[src/rtl/lsu_axi_master.sv]
// lsu_axi_master: bridges the core load/store port onto an AXI4-Lite master.
// One transaction is in flight at a time; the core is stalled through hold_o
// until the completion pulse (rdone_o / wdone_o) is issued.
//
// Handshake semantics (all AXI channels): a transfer happens on a rising edge
// where both valid and ready are 1. Once a valid is raised, it and its payload
// stay unchanged until that transfer. The valids and readys driven here come
// only from registers; none of them depends combinationally on an input.
module lsu_axi_master #(
  parameter int ADDR_W = 64,
  parameter int DATA_W = 64
) (
  input  logic                  clk,
  input  logic                  rst,
  // core load/store port
  input  logic                  ren_i,
  input  logic [ADDR_W-1:0]     raddr_i,
  input  logic                  wen_i,
  input  logic [ADDR_W-1:0]     waddr_i,
  input  logic [DATA_W-1:0]     wdata_i,
  input  logic [DATA_W/8-1:0]   wmask_i,
  output logic [DATA_W-1:0]     rdata_o,
  output logic                  rdone_o,
  output logic                  wdone_o,
  output logic                  err_o,
  output logic                  hold_o,
  // AXI write address channel
  output logic                  awvalid_o,
  input  logic                  awready_i,
  output logic [ADDR_W-1:0]     awaddr_o,
  // AXI write data channel
  output logic                  wvalid_o,
  input  logic                  wready_i,
  output logic [DATA_W-1:0]     wdata_o,
  output logic [DATA_W/8-1:0]   wstrb_o,
  // AXI write response channel
  input  logic                  bvalid_i,
  output logic                  bready_o,
  input  logic [1:0]            bresp_i,
  // AXI read address channel
  output logic                  arvalid_o,
  input  logic                  arready_i,
  output logic [ADDR_W-1:0]     araddr_o,
  // AXI read data channel
  input  logic                  rvalid_i,
  output logic                  rready_o,
  input  logic [DATA_W-1:0]     rdata_i,
  input  logic [1:0]            rresp_i,
  // debug view of the controller state
  output logic [2:0]            state_o
);

  typedef enum logic [2:0] {
    S_IDLE    = 3'd0,
    S_WR_REQ  = 3'd1,
    S_WR_RESP = 3'd2,
    S_RD_REQ  = 3'd3,
    S_RD_DATA = 3'd4
  } state_t;

  state_t state;
  logic   done_q;
  logic   aw_left;
  logic   w_left;

  assign state_o = state;

  // A completion pulse marks the cycle in which the finished request is still
  // presented by the core; it is neither stalled nor re-accepted.
  assign done_q = rdone_o | wdone_o;

  // Stall while busy, or while a fresh request waits in IDLE.
  assign hold_o = (state != S_IDLE) | ((ren_i | wen_i) & ~done_q);

  // A write channel is still outstanding if its valid is up and not accepted now.
  assign aw_left = awvalid_o & ~awready_i;
  assign w_left  = wvalid_o & ~wready_i;

  // Transaction controller with registered AXI controls and core responses.
  always_ff @(posedge clk or posedge rst) begin
    if (rst) begin
      state     <= S_IDLE;
      awvalid_o <= 1'b0;
      wvalid_o  <= 1'b0;
      bready_o  <= 1'b0;
      arvalid_o <= 1'b0;
      rready_o  <= 1'b0;
      awaddr_o  <= '0;
      wdata_o   <= '0;
      wstrb_o   <= '0;
      araddr_o  <= '0;
      rdata_o   <= '0;
      rdone_o   <= 1'b0;
      wdone_o   <= 1'b0;
      err_o     <= 1'b0;
    end else begin
      rdone_o <= 1'b0;
      wdone_o <= 1'b0;
      err_o   <= 1'b0;
      case (state)
        S_IDLE: begin
          if (!done_q && wen_i) begin
            awaddr_o  <= waddr_i;
            wdata_o   <= wdata_i;
            wstrb_o   <= wmask_i;
            awvalid_o <= 1'b1;
            wvalid_o  <= 1'b1;
            state     <= S_WR_REQ;
          end else if (!done_q && ren_i) begin
            araddr_o  <= raddr_i;
            arvalid_o <= 1'b1;
            state     <= S_RD_REQ;
          end
        end
        S_WR_REQ: begin
          if (awvalid_o && awready_i) awvalid_o <= 1'b0;
          if (wvalid_o && wready_i)   wvalid_o  <= 1'b0;
          if (!aw_left && !w_left) begin
            bready_o <= 1'b1;
            state    <= S_WR_RESP;
          end
        end
        S_WR_RESP: begin
          if (bvalid_i) begin
            bready_o <= 1'b0;
            wdone_o  <= 1'b1;
            err_o    <= (bresp_i != 2'b00);
            state    <= S_IDLE;
          end
        end
        S_RD_REQ: begin
          if (arready_i) begin
            arvalid_o <= 1'b0;
            rready_o  <= 1'b1;
            state     <= S_RD_DATA;
          end
        end
        S_RD_DATA: begin
          if (rvalid_i) begin
            rready_o <= 1'b0;
            rdata_o  <= rdata_i;
            rdone_o  <= 1'b1;
            err_o    <= (rresp_i != 2'b00);
            state    <= S_IDLE;
          end
        end
        default: state <= S_IDLE;
      endcase
    end
  end

endmodule
[config.mk]
export PLATFORM = sky130hd
export DESIGN_NAME = lsu_axi_master
export DESIGN_NICKNAME = d
export VERILOG_FILES = /design/src/rtl/lsu_axi_master.sv
export SDC_FILE = /design/constraint.sdc
export NUM_CORES = 1
export LEC_CHECK = 0
export CELL_PAD_IN_SITES_DETAIL_PLACEMENT = 0
export CELL_PAD_IN_SITES_GLOBAL_PLACEMENT = 2
export CORE_MARGIN = 5
export CORE_UTILIZATION = 24
export CTS_CLUSTER_SIZE = 8
export DETAILED_ROUTE_END_ITERATION = 16
export GPL_ROUTABILITY_DRIVEN = 1
export PLACE_DENSITY_LB_ADDON = 0.1
export SLEW_MARGIN = 5
export SYNTH_ARGS = -nofsm -noshare
export SYNTH_HDL_FRONTEND = slang
export SYNTH_SLANG_ARGS = --single-unit
[constraint.sdc]
create_clock -name clk -period 12.4 [get_ports clk]
set_input_delay 1.86 -clock clk [delete_from_list [all_inputs] [get_ports clk]]
set_output_delay 1.86 -clock clk [all_outputs]
set_load 0.005 [all_outputs]
==> impl_metrics.py <==
metrics = {
    "status": {
        "status": "finished, final reports clean",
    },
    "sta": {
        "setup_viol_count_final": 0,
        "max_freq_mhz": 193,
        "period_needed_ns": 5.17,
        "slew_headroom_pct": 35.6,
        "fin_setup_tns_ns": 0,
        "hold_violations": 0,
        "fin_crit_sh_pct": 41.7,
        "timing.final.ws_setup_ns": 7.23,
        "worstMarginPinSlew_ns": 0.965,
        "rsz0062_at_grt": "no",
        "drv_slew": 0,
        "fin_skew_ns": 0.0207,
    },
    "global_routing": {
        "grt_use_met1_pct": 16.3,
        "grt.busiest_layer": "met2",
        "grtUsageTotal_pct": 15.5,
        "globalRouteMet3Util_pct": 8.33,
        "grt_max_degree": 72,
        "antenna_found_initial": 7,
        "grt_pass1_wl_mm": 55.4,
        "grt-ovfl-total": 0,
        "gr-usage-met2_pct": 26.2,
        "grt_pass1_vias": 8262,
    },
    "die": {
        "ios": 553,
        "num_rows": 76,
        "die_area_um2": 48100,
        "die_w_um": 219,
        "coreArea_um2": 43200,
        "die_h_um": 219,
        "start_util_pct": 24.3,
    },
    "synthesis": {
        "synth_cell_type_count": 28,
        "synth-seq-cells": 275,
        "synth_area_um2": 10500,
        "syn_nets": 896,
        "ys_seq_area_share_pct": 65.5,
        "syn_area_per_cell_um2": 17.0,
        "ys_warn_count": 0,
        "syn_inst": 619,
    },
    "finish": {
        "nNetsFinal": 1465,
        "fillCellCount": 4115,
        "layout_commonest_cell": "clkdlybuf4s50_1",
        "drive_gt1_share_pct": 22.7,
        "synthToLayoutAreaGrowth_pct": 68.3,
        "layout_common_cells": "552 x clkdlybuf4s50_1, 275 x dfrtp_1, 176 x mux2_2, 49 x mux2_1, 41 x clkbuf_16",
    },
    "drt": {
        "routed-via-count": 7423,
        "drtAntennaViolNets": 0,
        "post_drt_wl_per_cell_um": 21.7,
        "routed_via_density": 4.17,
        "drc": 0,
        "drtIter0Drc": 230,
        "dr.pass1.iters": 4,
        "finalWirelength_mm": 38.6,
    },
    "clocking": {
        "post_cts_buffers": 0,
        "clk_pin_slew_worst_paths_ns": 0.05,
        "clock-sinks": 275,
        "cts_root_buf": "clkbuf_16",
        "cts_tree": "built",
        "cts_buffers": 40,
        "clock_latency_ns": 0.55,
        "cts_hold_buf": 0,
        "post_cts_resized": 0,
        "cts_max_path_buffers": 3,
        "htreeDepth": 2,
    },
    "setup_path": {
        "start_kind": "primary input",
        "cp-end-kind": "output port",
        "cpMostUsedCell": "clkdlybuf4s50_1",
        "cp_max_fo": 7,
        "crit_family": "buffers and inverters",
        "cp.arrival_ns": 3.31,
        "worstSetupPathType": "in2out",
        "required_ns": 10.54,
        "cp_num_buf_inv": 2,
        "crit_slowest_cell": "clkdlybuf4s50_1",
        "crit_chain": "clkdlybuf4s50_1 -> o21ai_0 -> nand2_1 -> clkdlybuf4s50_1",
        "rrSetupSlack_ns": 9.08,
        "max_stage_delay_ns": 0.70,
    },
    "power_and_ir_drop": {
        "power.total_w": 0.00446,
        "power.leakage_nw": 7.50,
        "power.density_nw_per_um2": 252,
        "max-vdd-ir-drop_uv": 120,
    },
    "placed_design": {
        "port_buffers": 552,
        "dp_hpwl_mm": 29.2,
        "pre_cts_slack_ns": 7.24,
        "gp_congestion": 0.732,
    },
    "min_path": {
        "worstHoldPathType": "reg2reg",
    },
    "flow_run": {
        "cap_violations": 0,
    },
}
-- metrics by stage --
step,hold WS [ns],cells,cell area (um^2),utilization (%)
finish,0.485,1782,17700,41.0
global route,0.503,1781,17700,41.0
CTS,0.491,1777,17700,40.9
detailed placement,0.481,1731,16600,38.5
global placement,0.473,1731,16600,38.5
floorplan,0.489,619,10500,-
-- layer usage --
metal / share of wire, % / wire length, um
met1: 35 / 13600
met2: 50 / 19300
met3: 12 / 4690
met4: 2.6 / 999
met5: 0.054 / 21
-- flip-flops by register name (all words and copies together) (netlist names) --
register and count:
bready_o 1, wstrb_o 8, rdone_o 1, state_o 3
rdata_o 64, araddr_o 64, rready_o 1, awaddr_o 64
wdata_o 64, wvalid_o 1, wdone_o 1, err_o 1
arvalid_o 1, awvalid_o 1
-- worst register-to-register path, delay by kind of cell, from the launching register on --
| kind | cells | cell delay [ns] |
|---|---|---|
| buffers and inverters | 2 | 1.65 |
| flip-flops | 1 | 0.61 |
| multiplexers | 1 | 0.47 |
| AND/OR/NAND/NOR | 2 | 0.50 |
-- synth_stat cells --
master	number	area share (%)
a32o_1	1	0.095
o211a_1	1	0.095
o41ai_1	1	0.083
a221oi_1	1	0.083
o31ai_1	2	0.14
a31oi_1	2	0.12
nand2b_1	3	0.18
o211ai_1	1	0.071
a22oi_1	1	0.071
mux2_1	49	5.3
buf_2	20	0.95
o22ai_1	1	0.060
nand4bb_1	1	0.11
inv_1	6	0.21
nand2_1	6	0.21
o21ai_0	5	0.24
nand3_1	3	0.14
and3b_1	1	0.083
dfrtp_1	275	65
buf_6	10	1.1
clkbuf_1	2	0.071
mux2_2	176	19
nor2_1	5	0.18
nand4b_1	1	0.083
nand3b_1	1	0.071
a21oi_1	3	0.14
mux2_4	40	5.7
nor3_2	1	0.095
-- final timing paths --
path,cells past startpoint,startpoint,endpoint
max,4,wen_i,hold_o
min,1,araddr_o[8],araddr_o[8]
max reg2reg,5,state_o[1],awaddr_o[27]
min reg2reg,1,araddr_o[8],araddr_o[8]
max in group asynchronous,4,rst,awaddr_o[19]
min in group asynchronous,2,rst,araddr_o[49]
-- cell families (layout without fill, tap and decap cells) --
logic type	Yosys count	in the layout	share of synthesized area [%]
simple gates	22	22	1.16
flops	275	275	65.5
compound gates	19	19	1.20
other cells	0	5	0
mux	265	265	29.8
buf+inv	38	611	2.31
-- power breakdown --
part           switching, W  internal [W]
Clock              0.000393      0.000582
Combinational      0.000625       0.00127
Sequential         0.000239       0.00135
-- layout make-up --
cell class | count | area (um^2) | area share [%]
inverters | 6 | 31.3 | 0.177
clock inverters | 3 | 22.5 | 0.127
multi-input cells | 306 | 3390 | 19.2
well taps | 585 | 732 | 4.14
clock buffers | 43 | 1030 | 5.84
diodes | 5 | 12.5 | 0.0707
flip-flops and latches | 275 | 6880 | 38.9
repair buffers | 559 | 5580 | 31.5
No activity file was read; power rests on OpenSTA's default activity.
==> edit 1: new RTL, same settings <==
Put one more register stage on the output `err_o`, without a reset. The value now appears one clock later. The other outputs are not delayed to match.
--- a/src/rtl/lsu_axi_master.sv
+++ b/src/rtl/lsu_axi_master.sv
@@ -58,6 +58,8 @@
     S_RD_DATA = 3'd4
   } state_t;
 
+  logic err_s0;
+
   state_t state;
   logic   done_q;
   logic   aw_left;
@@ -92,11 +94,11 @@
       rdata_o   <= '0;
       rdone_o   <= 1'b0;
       wdone_o   <= 1'b0;
-      err_o     <= 1'b0;
+      err_s0    <= 1'b0;
     end else begin
       rdone_o <= 1'b0;
       wdone_o <= 1'b0;
-      err_o   <= 1'b0;
+      err_s0  <= 1'b0;
       case (state)
         S_IDLE: begin
           if (!done_q && wen_i) begin
@@ -124,7 +126,7 @@
           if (bvalid_i) begin
             bready_o <= 1'b0;
             wdone_o  <= 1'b1;
-            err_o    <= (bresp_i != 2'b00);
+            err_s0   <= (bresp_i != 2'b00);
             state    <= S_IDLE;
           end
         end
@@ -140,7 +142,7 @@
             rready_o <= 1'b0;
             rdata_o  <= rdata_i;
             rdone_o  <= 1'b1;
-            err_o    <= (rresp_i != 2'b00);
+            err_s0   <= (rresp_i != 2'b00);
             state    <= S_IDLE;
           end
         end
@@ -149,4 +151,8 @@
     end
   end
 
+  always_ff @(posedge clk) begin
+    err_o <= err_s0;
+  end
+
 endmodule
Behaviour: not the same (a bounded check fails within 4 cycles, from zero or initial values and one cycle with rst high).
==> edit 1 against the original RTL <==
  * Via count decreased by 1.6%
  * Hold slack got worse by 0.14 ns
  * Clock power increased by 0.4%
  * Sequential cell count increased by 1
  * Combinational power about the same
  * Area after synthesis about the same
  * Largest cell class unchanged
  * Routed wire length decreased by 0.84%
  * Sequential share of layout area about the same
  * Total power increased by 0.22%
  * Core utilization increased by 0.12 points
  * Cell area increased by 0.28%
  * Critical path type unchanged
  * Register-to-register slack improved by 0.60 ns
  * First-iteration DRC count decreased by 7.8%
  * Worst setup slack got worse by 0.0035 ns
==> edit 1: results (changes against the original RTL) <==
| Metric | Value |
|---|---|
| Status | `finished clean` |
| Worst Clk Skew | `0.0110 ns (-0.00970 ns)` |
| Hold path endpoint | `err_o` |
| Dpl cell area | `0.0166 mm² (+0.20%)` |
| Max stage delay on crit path | `0.53 ns (-0.17 ns)` |
| Leak Pwr | `7.50 nW (about the same)` |
| Initial antenna violation count | `10 (+3)` |
| Placed insts | `1734 (+0.17%)` |
| Num CTS Buffers | `40 (unchanged)` |
| Critical Path AT | `3.32 ns (about the same)` |
| FF-to-FF Start | `state_o[0]` |
| Largest cells by area after synthesis | `dfrtp_1 (65%), mux2_2 (24%), mux2_4 (5.7%)` |
| Reg2reg setup slack | `9.68 ns (+0.60 ns)` |
| Clock Sinks | `276 (+0.36%)` |
| Final GP Congestion | `0.753 (+2.8%)` |
| Dpl ws | `7.20 ns (-0.0358 ns)` |
| Largest net degree at the start of global routing | `92 (+28%)` |
| Worst Hold Depth | `0 (-1)` |
| Post-synth cell types | `27 (-3.6%)` |
| Worst-Skew Late Latency | `0.53 ns (-0.02 ns)` |
| Dpl hpwl | `28.7 mm (-1.5%)` |
| Commonest cells post-synth | `dfrtp_1 (275), mux2_2 (224), mux2_4 (40)` |
| Vias in the first global route | `8291 (+0.35%)` |
| Fillers | `4122 (+0.17%)` |
| Hold slack | `0.347 ns (-0.138 ns)` |
| Slew @ Worst Pin | `0.956 ns (-0.00962 ns)` |
| Cells after Synth | `620 (+0.16%)` |
| Worst r2r dst | `wstrb_o[7]` |
| Layout cells sized above 1 | `0.268 (+0.0402)` |
| CP max FO | `3 (-4)` |
| Nets | `1468 (+0.20%)` |
| Register-to-Register Path Depth | `4 (-1)` |
| Max VDD drop | `0.000127 V (+5.8%)` |
| First-pass GRT wire length | `55.3 mm (-0.15%)` |
| Vias | `7307 (-1.6%)` |
| Ys async rst share | `0.996 (-0.00362)` |
| Total track usage | `0.155 (-0.000234)` |
| Total routed wirelength | `38.3 mm (-0.84%)` |
[edit 1: cell families after synthesis]
kind of cell	count (synthesis)	synth area share
buffers and inverters	34	0.0201
muxes	264	0.297
and+or+nand+nor	30	0.0168
AOI/OAI and AO/OA	16	0.00917
DFF	276	0.657
[edit 1: how the worst max path moves through the flow]
stage,startpoint,end,slack (ns),cells past startpoint
floorplan,rst,araddr_o[0],2.96,1
finish,wen_i,hold_o,7.22,5
CTS,wen_i,hold_o,7.20,5
detailed placement,wen_i,hold_o,7.20,5
global route,wen_i,hold_o,7.11,5
global placement,wen_i,hold_o,7.23,5
[edit 1: metal layers]
metal / share of wire / GRT usage / routed length (µm) / vias to the layer above
met2: 0.52 / 0.276 / 20000 / 319
met4: 0.026 / 0.0551 / 983 / 8
met5: 0.0013 / 0 / 49 / -
met1: 0.33 / 0.155 / 12800 / 3600
li1: - / - / - / 3314
met3: 0.12 / 0.0788 / 4410 / 66
[edit 1: worst reg2reg max path: cells and delay by family, from the launching register on]
family / cells / cell delay, ns
mux: 1 / 0.45
simple gates: 2 / 0.65
flops: 1 / 0.68
buf+inv: 1 / 0.83
[edit 1: report_power, final]
part           switching, mW  internal, mW
registers              0.238          1.36
clock network          0.385         0.594
logic                  0.611          1.29
[edit 1: cell type report]
class	count	area (µm²)	share of cell area
inverter	4	22.5	0.00127
clock buffer	51	1070	0.0605
antenna	5	12.5	0.000705
multi-input combinational	310	3420	0.193
tap	585	732	0.0413
sequential	276	6900	0.389
timing repair buffer	559	5580	0.314
==> edit 2: new RTL, config.mk and constraints unchanged <==
Made on the original files. The parameter `ADDR_W` goes from 64 to 56.
--- a/src/rtl/lsu_axi_master.sv
+++ b/src/rtl/lsu_axi_master.sv
@@ -7,7 +7,7 @@
 // stay unchanged until that transfer. The valids and readys driven here come
 // only from registers; none of them depends combinationally on an input.
 module lsu_axi_master #(
-  parameter int ADDR_W = 64,
+  parameter int ADDR_W = 56,
   parameter int DATA_W = 64
 ) (
   input  logic                  clk,
Ports: changed (resized araddr_o, awaddr_o, raddr_i and waddr_i); port bits go from 553 to 521. No check against the original RTL was run, so the function may have changed too.
==> edit 2 against the original RTL <==
  * Sequential share of layout area is 0.68 points lower
  * Clock skew is 0.0094 ns lower
  * Cell area is 4.2% lower
  * Worst setup slack better by 0.098 ns
  * First-iteration DRC count is 18% lower
  * Area after synthesis is 3.0% lower
  * Global-route usage is 0.44 points lower
  * Total power is 4.3% lower
  * Sequential cell count is 16 lower
  * Count of clock-buffer cells in the layout is 2 higher
  * Routed wire length is 6.3% lower
  * Critical path type unchanged
  * Largest cell class unchanged
==> edit 2: results (changes against the original RTL) <==
| Metric | Value |
|---|---|
| Worst Hold Depth | `1 (unchanged)` |
| Routed wl met2 | `17.4 mm (-9.9%)` |
| Input/output buffers | `520 (-5.8%)` |
| Critical Path AT | `3.21 ns (-0.10 ns)` |
| Slew @ Worst Pin | `0.914 ns (-0.0518 ns)` |
| Commonest cells post-synth | `dfrtp_1 (259), mux2_2 (118), mux2_4 (100)` |
| Power, Total | `4.27 mW (-4.3%)` |
| Syn_nets | `847 (-5.5%)` |
| Reg2reg setup slack | `8.89 ns (-0.19 ns)` |
| FF-to-FF Start | `state_o[0]` |
| Max VDD drop | `0.000111 V (-7.6%)` |
| Post-CTS resize count | `0 (unchanged)` |
| Worst r2r dst | `awaddr_o[21]` |
| Initial antenna violation count | `9 (+2)` |
| Ys async rst share | `1.00 (unchanged)` |
| Max Used Layer | `met5` |
| Nets | `1384 (-5.5%)` |
| Cells after Synth | `586 (-5.3%)` |
| Residual DRC | `0 (unchanged)` |
| Register-to-Register Path Depth | `5 (unchanged)` |
| Post-CTS Hold Buffers | `0 (unchanged)` |
| Worst Clk Skew | `0.0113 ns (-0.00944 ns)` |
| Vias per inst | `4.12 (-1.2%)` |
| Num CTS Buffers | `38 (-5.0%)` |
| CTS max path bufs | `3 (unchanged)` |
| Drt pass-1 iters | `4 (unchanged)` |
| Yosys warns | `0 (unchanged)` |
| Worst-Skew Late Latency | `0.53 ns (-0.02 ns)` |
| Layout cells sized above 1 | `0.242 (+0.0147)` |
| H-Tree Depth | `2 (unchanged)` |
| Met3 wire len | `3.84 mm (-18%)` |
| Internal | `3.10 mW (-3.5%)` |
| Register area share after synthesis | `0.636 (-0.0191)` |
| Status | `finished clean` |
| Final GP Congestion | `0.739 (+0.92%)` |
| Drt wl/cell | `21.7 µm (about the same)` |
| Worst min path class | `flip-flop to flip-flop` |
| Total track usage | `0.151 (-0.00445)` |
| Total routed wirelength | `36.2 mm (-6.3%)` |
| First-pass GRT wire length | `53.1 mm (-4.1%)` |
| 1st-iter DRT viols | `189 (-18%)` |
| Largest cells by area after synthesis | `dfrtp_1 (64%), mux2_4 (15%), mux2_2 (13%)` |
| Hold path endpoint | `araddr_o[21]` |
| Largest net degree at the start of global routing | `143 (+99%)` |
| CP max FO | `4 (-3)` |
| WL met1 | `13.8 mm (+1.6%)` |
| Max Transition Viols Final | `0 (unchanged)` |
| Fillers | `3959 (-3.8%)` |
| Leak Pwr | `7.39 nW (-1.5%)` |
| Post-CTS Setup Bufs | `0 (unchanged)` |
| Root buffer cell | `clkbuf_16` |
| Hold wc startpoint | `araddr_o[21]` |
| Dpl hpwl | `26.8 mm (-8.0%)` |
| Vias in the first global route | `7708 (-6.7%)` |
| Clock transition at path regs | `0.05 ns (about the same)` |
| Post-synth cell types | `24 (-14%)` |
| Placed insts | `1622 (-6.3%)` |
| Largest regs | `rdata_o: 64 flops, wdata_o: 64 flops` |
-- edit 2: area by class of cell --
| type | instances | area, µm² | share of cell area |
|---|---|---|---|
| Inverter | 5 | 26.3 | 0.00155 |
| Multi-Input combinational cell | 293 | 3450 | 0.203 |
| Timing Repair Buffer | 526 | 5260 | 0.310 |
| Clock buffer | 45 | 1050 | 0.0620 |
| Sequential cell | 259 | 6480 | 0.382 |
| Antenna cell | 3 | 7.51 | 0.000443 |
| Tap cell | 539 | 674 | 0.0398 |
-- edit 2: metal layers --
layer,track usage,vias to the layer above
met5,0,-
met3,0.0712,79
met4,0.0568,10
met2,0.249,305
met1,0.171,3364
li1,-,3115
-- edit 2: power groups by stage --
stage	logic [mW]	registers (mW)	clock network [mW]
after CTS	1.89	1.49	0.992
after detailed placement	1.89	1.49	0
after global routing	1.97	1.55	1.02
after floorplan	0.726	1.51	0
after global placement	1.89	1.49	0
final	1.84	1.49	0.944
-- edit 2: per-stage QoR --
step | setup slack (ns) | util | cell area, µm² | hold WS, ns
4_1_cts | 7.30 | 0.404 | 16900 | 0.491
3_3_place_gp | 7.25 | 0.379 | 15900 | 0.473
2_1_floorplan | 3.41 | - | 10200 | 0.472
3_5_place_dp | 7.24 | 0.379 | 15900 | 0.480
5_1_grt | 7.25 | 0.404 | 17000 | 0.499
6_report | 7.33 | 0.404 | 17000 | 0.487
-- edit 2: worst max path at each step --
stage	slack, ns	endpoint	depth (start not counted)	from
3_5_place_dp	7.24	wdata_o[40]	5	wen_i
5_1_grt	7.25	hold_o	4	wen_i
2_1_floorplan	3.41	araddr_o[0]	1	rst
6_report	7.33	hold_o	4	wen_i
3_3_place_gp	7.25	awaddr_o[21]	5	wen_i
4_1_cts	7.30	hold_o	4	wen_i
-- edit 2: cell families after synthesis --
kind of cell    after synthesis  share of synthesized area
compound gates               17                    0.00908
buf+inv                      34                     0.0279
flops                       259                      0.636
mux                         249                      0.312
simple gates                 27                     0.0153
-- edit 2: critical path, cell delays in order --
cell and delay, ns:
clkdlybuf4s50_1 0.60, o21ai_0 0.15, nand2_1 0.08, clkdlybuf4s50_1 0.51
